==> config.mk <==
export PLATFORM = sky130hd
export DESIGN_NAME = mux16_rr_arbiter
export DESIGN_NICKNAME = d
export VERILOG_FILES = /design/src/rtl/mux16_rr_arbiter.sv
export SDC_FILE = /design/constraint.sdc
export NUM_CORES = 1
export LEC_CHECK = 0
export CORE_MARGIN = 1
export CORE_UTILIZATION = 59
export DETAILED_ROUTE_END_ITERATION = 7
export PLACE_DENSITY = 0.83
export SYNTH_ARGS = -nofsm -noshare
export SYNTH_HDL_FRONTEND = slang
export SYNTH_SLANG_ARGS = --single-unit
export TNS_END_PERCENT = 20
==> constraint.sdc <==
create_clock -name clk -period 5.09 [get_ports clk]
set_input_delay 0.7635 -clock clk [delete_from_list [all_inputs] [get_ports clk]]
set_output_delay 0.7635 -clock clk [all_outputs]
set_load 0.01 [all_outputs]
==> src/rtl/mux16_rr_arbiter.sv <==
`timescale 1ns/1ps
`default_nettype none
// ============================================================================
//  Module   : mux16_rr_arbiter
//  Purpose  : Round-robin arbiter/sequencer for a shared 16:1 data mux.
//             Grants one requester at a time and drives the mux select.
//             A grant is held until done, until the owner withdraws its
//             request, or until the hold limit forces a release.
//             One dead cycle separates consecutive owners.
//  Revision : 1.0 - initial release
// ============================================================================
module mux16_rr_arbiter #(
  parameter int N        = 16,
  parameter int SELW     = 4,
  parameter int MAX_HOLD = 8,
  parameter int HCW      = 4
) (
  input  logic            clk,
  input  logic            rst_n,
  input  logic [N-1:0]    req,
  input  logic            done,
  output logic [SELW-1:0] select,
  output logic [N-1:0]    grant,
  output logic            gnt_valid,
  output logic            timeout,
  output logic [SELW-1:0] ptr
);

  typedef enum logic [1:0] {
    ST_IDLE  = 2'd0,
    ST_GRANT = 2'd1,
    ST_GAP   = 2'd2
  } state_t;

  // Last hold-counter value of a grant before a forced release.
  localparam logic [HCW-1:0] c_hold_last = (MAX_HOLD > 0) ? HCW'(MAX_HOLD - 1) : '0;
  localparam logic [N-1:0]   c_one       = {{(N-1){1'b0}}, 1'b1};

  state_t          r_state;
  logic [SELW-1:0] r_select;
  logic [N-1:0]    r_grant;
  logic            r_gnt_valid;
  logic            r_timeout;
  logic [SELW-1:0] r_ptr;
  logic [HCW-1:0]  r_hold_cnt;

  logic [SELW-1:0] w_winner;
  logic [SELW-1:0] w_idx;
  logic            w_found;
  logic            w_any_req;
  logic            w_owner_req;
  logic            w_hold_expired;
  logic            w_release;

  // Rotating-priority scan: first requester at or after ptr wins.
  always_comb begin
    w_winner = '0;
    w_idx    = '0;
    w_found  = 1'b0;
    for (int k = 0; k < N; k++) begin
      w_idx = r_ptr + SELW'(k);
      if (!w_found && req[w_idx]) begin
        w_winner = w_idx;
        w_found  = 1'b1;
      end
    end
  end

  // Release conditions for the current owner.
  always_comb begin
    w_any_req      = |req;
    w_owner_req    = req[r_select];
    w_hold_expired = (MAX_HOLD != 0) && (r_hold_cnt == c_hold_last);
    w_release      = done || !w_owner_req || w_hold_expired;
  end

  // Arbiter state machine with registered outputs.
  always_ff @(posedge clk or negedge rst_n) begin
    if (!rst_n) begin
      r_state     <= ST_IDLE;
      r_select    <= '0;
      r_grant     <= '0;
      r_gnt_valid <= 1'b0;
      r_timeout   <= 1'b0;
      r_ptr       <= '0;
      r_hold_cnt  <= '0;
    end else begin
      r_timeout <= 1'b0;
      case (r_state)
        ST_IDLE, ST_GAP: begin
          r_grant     <= '0;
          r_gnt_valid <= 1'b0;
          if (w_any_req) begin
            r_select    <= w_winner;
            r_grant     <= c_one << w_winner;
            r_gnt_valid <= 1'b1;
            r_hold_cnt  <= '0;
            r_state     <= ST_GRANT;
          end else begin
            r_state <= ST_IDLE;
          end
        end
        ST_GRANT: begin
          if (w_release) begin
            r_grant     <= '0;
            r_gnt_valid <= 1'b0;
            r_ptr       <= r_select + SELW'(1);
            // Timeout only when neither done nor withdrawal caused the release.
            r_timeout   <= !done && w_owner_req;
            r_state     <= ST_GAP;
          end else if (r_hold_cnt != {HCW{1'b1}}) begin
            r_hold_cnt <= r_hold_cnt + HCW'(1);
          end
        end
        default: begin
          r_state     <= ST_IDLE;
          r_grant     <= '0;
          r_gnt_valid <= 1'b0;
        end
      endcase
    end
  end

  assign select    = r_select;
  assign grant     = r_grant;
  assign gnt_valid = r_gnt_valid;
  assign timeout   = r_timeout;
  assign ptr       = r_ptr;

endmodule
`default_nettype wire
==> metrics.md, run 1 <==
| Metric | Value |
|---|---|
| Status | `finished clean` |
| Max incr delay on CP | `690 ps` |
| Area leader, netlist | `dfrtp_1` |
| Mean post-synth cell area | `9.43 um2` |
| Share of cells above drive strength 1 | `20.1%` |
| Setup Total Neg Slack | `0 ps` |
| Final-layout fill cell count | `500` |
| Cts bufs inserted | `5` |
| CTS Root Cell | `clkbuf_8` |
| Number of cell rows | `30` |
| Unrepaired setup endpoints after global routing | `no` |
| Max Freq | `211 MHz` |
| Synth top area cells | `dfrtp_1, mux4_2, mux2i_1, mux2_2, nand2_1` |
| Critical Path Stages | `10` |
| Post-route minimum period | `4730 ps` |
| Post-synthesis cell type count | `73` |
| Die X | `86.0 um` |
| # setup viols final | `0` |
| IO Count | `45` |
| Starting Density | `61.3%` |
| First-pass GRT wire length | `20.5 mm` |
| Worst path bufs/invs | `1` |
| CTS tree | `done` |
| Post-synth EDFFs | `0` |
| MaxCap Viol Count | `0` |
| Yosys warning count | `0` |
| Tcrit/Tclk final | `93.0%` |
| H-tree depth | `2` |
| Arrival time worst endpoint | `4900 ps` |
| Final Max Slew Viols | `0` |
| Worst Reg2Reg Path Length in Cells | `10` |
| Commonest cells post-synth | `nand2_1, dfrtp_1, mux4_2` |
| Slew @ Worst Pin | `808 ps` |
| Initial antenna violation count | `0` |
| Clk_lat worst skew | `290 ps` |
| Cell chain of the critical path | `inv_1 > ha_1 > mux4_2 > mux4_2 > nand3b_1 > nand4b_1 > or4_1 > o21ai_1 > o21ai_0 > o41ai_1` |
| DRT iter0 DRCs | `518` |
| Top delay family on crit path | `simple AND/OR/NAND/NOR gates` |
| Post_cts resized | `0` |
| Yosys top cell area share | `19.2%` |
| Via-to-Cell Ratio | `7.24` |
| Critical path required time | `5260 ps` |
| Critical Path Source | `ptr[0]` |
| Port Buffer Count | `44` |
| Cells after Synth | `442` |
| Post-synthesis register bit count | `32` |
| CP Capture Type | `flip-flop` |
| Final ANT Viol Nets | `0` |
| Post-DP HPWL | `9.60 mm` |
| Vert. Die Dim | `86.0 um` |
| Critical path type | `reg -> reg` |
| Total grt overflow | `0` |
| Total setup buffers inserted after CTS | `0` |
| P&R area growth vs syn | `16.0%` |
| RR Startpoint | `ptr[0]` |
| CP dominant cell by count | `mux4_2` |
| Sequential cell area fraction in the yosys report | `19.2%` |
| Total number of vias | `4,220` |
| Multi-input combinational cell area | `3180 um2` |
| DRC | `0` |
| Clock transition at the registers of the reported paths | `70 ps` |
| WL/cell | `21.9 um` |
| Post-synth ARST share | `100%` |
| Register Area | `802 um2` |
| CTS Sinks | `32` |
| Worst min path class | `reg -> reg` |
| Synthesized area | `4170 um2` |
| R2r setup slk | `360 ps` |
| Crit-path max FO | `16` |
| Cts hold-fix bufs | `0` |
| Max clock buf depth | `2` |
| Antenna Cells | `0` |
| Relative slew slack | `45.9%` |
| Final hold vios | `0` |
| Largest net degree at the start of global routing | `48` |
| Startpoint Class | `flip-flop` |
| Mapped Nets | `470` |
| Final Wtd Congestion | `1.04` |
| Core area | `6790 um2` |
| Primary FF master, synth | `dfrtp_1` |
| GRT Resource Usage Total | `35.8%` |
| Most common cell in the netlist | `nand2_1` |
| Final Skew | `8.53 ps` |
| Slowest-stage cell, CP | `mux4_2` |
| Crit Reg-Reg Endpoint | `grant[11]` |
| First-pass DRT Iterations | `6` |
| Vias in the first global route | `3,964` |
| CP Capture Point | `grant[11]` |
| Drt total wl | `12.8 mm` |
| NumNets Final | `514` |
| DIE AREA | `7400 um2` |
metrics by stage:
step / std cells / hold slack, ps / area [um2] / setup WS [ps] / util (%)
finish: 583 / 471 / 4830 / 357 / 71.2
global route: 583 / 482 / 4830 / 72.1 / 71.2
CTS: 583 / 474 / 4830 / 422 / 71.2
detailed placement: 575 / 465 / 4750 / 221 / 69.9
global placement: 575 / 464 / 4750 / 404 / 69.9
floorplan: 442 / 431 / 4170 / 608 / -
cells by family after synthesis:
| family | Yosys count | synth area share [%] |
|---|---|---|
| AOI/OAI and AO/OA | 125 | 22.4 |
| xor gates and xnor gates | 14 | 3.12 |
| adders and majority gates | 9 | 2.70 |
| buffers and inverters | 41 | 4.53 |
| DFF | 32 | 19.2 |
| muxes | 83 | 31.0 |
| and+or+nand+nor | 138 | 17.0 |
flip-flops by register name, indices dropped and copies added, names as in the netlist:
| name | count |
|---|---|
| gnt_valid | 1 |
| grant | 16 |
| ptr | 4 |
| r_hold_cnt | 4 |
| r_state | 2 |
| select | 4 |
| timeout | 1 |
placed cells by master (no fill, tap or decap), types with 9 or more instances in the layout:
cell type	instances
mux2i_1	26
buf_4	21
mux2_2	19
nand2_1	47
nor2_1	22
o31ai_1	10
dfrtp_1	31
inv_1	13
a211oi_1	9
ha_1	9
o21ai_0	20
clkdlybuf4s50_1	44
mux4_2	32
nand2b_1	10
a21oi_1	21
how the worst min path moves through the flow:
stage	cells past startpoint	slack (ps)	start	end
6_report	1	470	r_hold_cnt[3]	timeout
5_1_grt	1	480	r_hold_cnt[3]	timeout
4_1_cts	1	470	r_hold_cnt[3]	timeout
3_5_place_dp	2	460	grant[2]	grant[2]
3_3_place_gp	2	460	grant[2]	grant[2]
2_1_floorplan	1	430	r_hold_cnt[3]	timeout
per-layer routing:
metal / up-vias / share of wire (%) / track usage [%]
li1: 1843 / - / -
met1: 2016 / 40 / 48.4
met3: 56 / 11 / 6.64
met4: 0 / 4.1 / 15.5
met5: - / 0 / 0
met2: 305 / 45 / 56.3
layout make-up:
class	instances	area share (%)
multi-input cells	369	65.7
clock buffers	5	1.42
flip-flops and latches	32	16.6
inverters	13	1.01
well taps	96	2.48
repair buffers	65	12.4
clock inverters	3	0.388
Power of run 1 is left out: the tool's default activity adds up to more than one toggle a clock period on the data nets, which glitch-free logic cannot reach.
==> run 2: changes to the inputs <==
--- a/config.mk
+++ b/config.mk
@@ -6,9 +6,9 @@
 export NUM_CORES = 1
 export LEC_CHECK = 0
 export CORE_MARGIN = 1
-export CORE_UTILIZATION = 59
+export CORE_UTILIZATION = 44
 export DETAILED_ROUTE_END_ITERATION = 7
-export PLACE_DENSITY = 0.83
+export PLACE_DENSITY = 0.75
 export SYNTH_ARGS = -nofsm -noshare
 export SYNTH_HDL_FRONTEND = slang
 export SYNTH_SLANG_ARGS = --single-unit
==> metrics.md, run 2 (synthesized netlist as in run 1, its figures left out) <==
| Metric | Value |
|---|---|
| Vias in the first global route | `3,937 (-0.68%)` |
| Max clock buf depth | `2 (unchanged)` |
| Largest net degree at the start of global routing | `49 (+2.1%)` |
| Drt total wl | `13.2 mm (+3.1%)` |
| Most frequent cells in the layout | `nand2_1, clkdlybuf4s50_1, mux4_2` |
| Final-layout fill cell count | `818 (+64%)` |
| Critical Path Stages | `10 (unchanged)` |
| DRT iter0 DRCs | `507 (-2.1%)` |
| Max FFs per register | `16 (unchanged)` |
| Via-to-Cell Ratio | `6.88 (-5.0%)` |
| Status | `finished clean` |
| Worst Reg2Reg Path Length in Cells | `12 (+2)` |
| Hold_ws | `476 ps (+4.53 ps)` |
| Final Wtd Congestion | `0.985 (-5.0%)` |
| Relative slew slack | `36.3% (-9.6 points)` |
| MaxCap Viol Count | `0 (unchanged)` |
| CTS Root Cell | `clkbuf_8` |
| Die X | `99.3 um (+15%)` |
| Clk_lat worst skew | `290 ps (about the same)` |
| Max incr delay on CP | `600 ps (-90 ps)` |
| Antenna Cells | `0 (unchanged)` |
| Most common cell after layout, fill and taps aside | `nand2_1` |
| IO Count | `45 (unchanged)` |
| Top delay family on crit path | `simple AND/OR/NAND/NOR gates` |
| Number of cell rows | `35 (+17%)` |
| Port Buffer Count | `44 (unchanged)` |
| Post-DP HPWL | `9.81 mm (+2.2%)` |
| Total number of vias | `4,099 (-2.9%)` |
| Core area | `9200 um2 (+35%)` |
| Cell chain of the critical path | `clkdlybuf4s50_1 > mux4_2 > mux2i_1 > mux2_2 > nand3b_1 > nand4b_1 > or2_0 > a22o_1 > or4_4 > o31ai_1` |
| Worst hold endpoint | `timeout` |
| Worst hold stages | `1 (unchanged)` |
| CTS Sinks | `32 (unchanged)` |
| Max Freq | `214 MHz (+1.4%)` |
| Post-route minimum period | `4670 ps (-65.8 ps)` |
| Slowest-stage cell, CP | `clkdlybuf4s50_1` |
| Startpoint Class | `primary input` |
| CTS tree | `done` |
| Total setup buffers inserted after CTS | `0 (unchanged)` |
| Total grt overflow | `0 (unchanged)` |
| Final hold vios | `0 (unchanged)` |
| Vert. Die Dim | `99.3 um (+15%)` |
| Final Worst Setup Slack | `422 ps (+65.8 ps)` |
| Critical path type | `in -> reg` |
| Initial antenna violation count | `0 (unchanged)` |
| Tcrit/Tclk final | `91.7% (-1.3 points)` |
| Crit-path max FO | `12 (-4)` |
| P&R area growth vs syn | `17.0%` |
| CP Capture Type | `flip-flop` |
| Final Max Slew Viols | `0 (unchanged)` |
| First-pass GRT wire length | `21.4 mm (+4.4%)` |
| RR Startpoint | `ptr[1]` |
| Slew @ Worst Pin | `949 ps (+141 ps)` |
| Final ANT Viol Nets | `0 (unchanged)` |
| # setup viols final | `0 (unchanged)` |
| H-tree depth | `2 (unchanged)` |
| Cts hold-fix bufs | `0 (unchanged)` |
| WL/cell | `22.1 um (+0.82%)` |
| GRT Resource Usage Total | `27.8% (-7.9 points)` |
| Final Skew | `8.89 ps (+0.362 ps)` |
| Share of cells above drive strength 1 | `19.8% (-0.33 points)` |
| First-pass DRT Iterations | `5 (-1)` |
| Worst path bufs/invs | `1 (unchanged)` |
| Arrival time worst endpoint | `4850 ps (-50 ps)` |
| HP Start | `r_hold_cnt[3]` |
| Cts bufs inserted | `5 (unchanged)` |
| Multi-input combinational cell area | `3180 um2 (unchanged)` |
| DRC | `0 (unchanged)` |
| Unrepaired setup endpoints after global routing | `no` |
| Worst min path class | `reg -> reg` |
| Critical path required time | `5270 ps (about the same)` |
| R2r setup slk | `440 ps (+80 ps)` |
| Starting Density | `45.3% (-16 points)` |
| Register Area | `802 um2 (unchanged)` |
| DIE AREA | `9870 um2 (+33%)` |
| Worst slack, placed | `204 ps (-16.5 ps)` |
| Setup Total Neg Slack | `0 ps (unchanged)` |
| Post_cts resized | `0 (unchanged)` |
| Crit Reg-Reg Endpoint | `grant[13]` |
| Clock transition at the registers of the reported paths | `70 ps (about the same)` |
| NumNets Final | `512 (-0.39%)` |
==> run 2: cell types whose count changed in the layout (fill, tap and decap cells not counted), sizes merged <==
cell,previous run,this run
buf,21,19
clkbuf,5,7
bufinv,0,1
clkinv,3,0
==> run 2: how the worst max path moves through the flow <==
stage,to,from
2_1_floorplan,grant[0],ptr[2]
3_3_place_gp,grant[8],req[10]
3_5_place_dp,grant[0],req[9]
4_1_cts,grant[0],ptr[1]
5_1_grt,grant[11],ptr[1]
6_report,grant[13],req[9]
==> run 2: routing by layer <==
metal  track usage (%)  vias up  share of wire (%)
li1                  -     1838                  -
met1              38.5     1996                 42
met2              42.7      220                 46
met3              5.34       45                8.4
met4              11.8        0                3.9
met5                 0        -                  0
==> run 2: through the flow <==
step	area, um2	cells	utilization, %
after floorplan	4170	442	-
after global routing	4880	596	53.0
after CTS	4880	596	53.0
after global placement	4750	588	51.7
after detailed placement	4750	588	51.7
final	4880	596	53.0
==> run 2: final cells by class <==
| cell class | instances | area share (%) |
|---|---|---|
| clock buffers | 7 | 1.98 |
| clock inverters | 1 | 0.616 |
| inverters | 13 | 1.00 |
| multi-input cells | 369 | 65.2 |
| flip-flops and latches | 32 | 16.4 |
| well taps | 111 | 2.85 |
| repair buffers | 63 | 12.0 |
Power of run 2 is left out for the same reason.
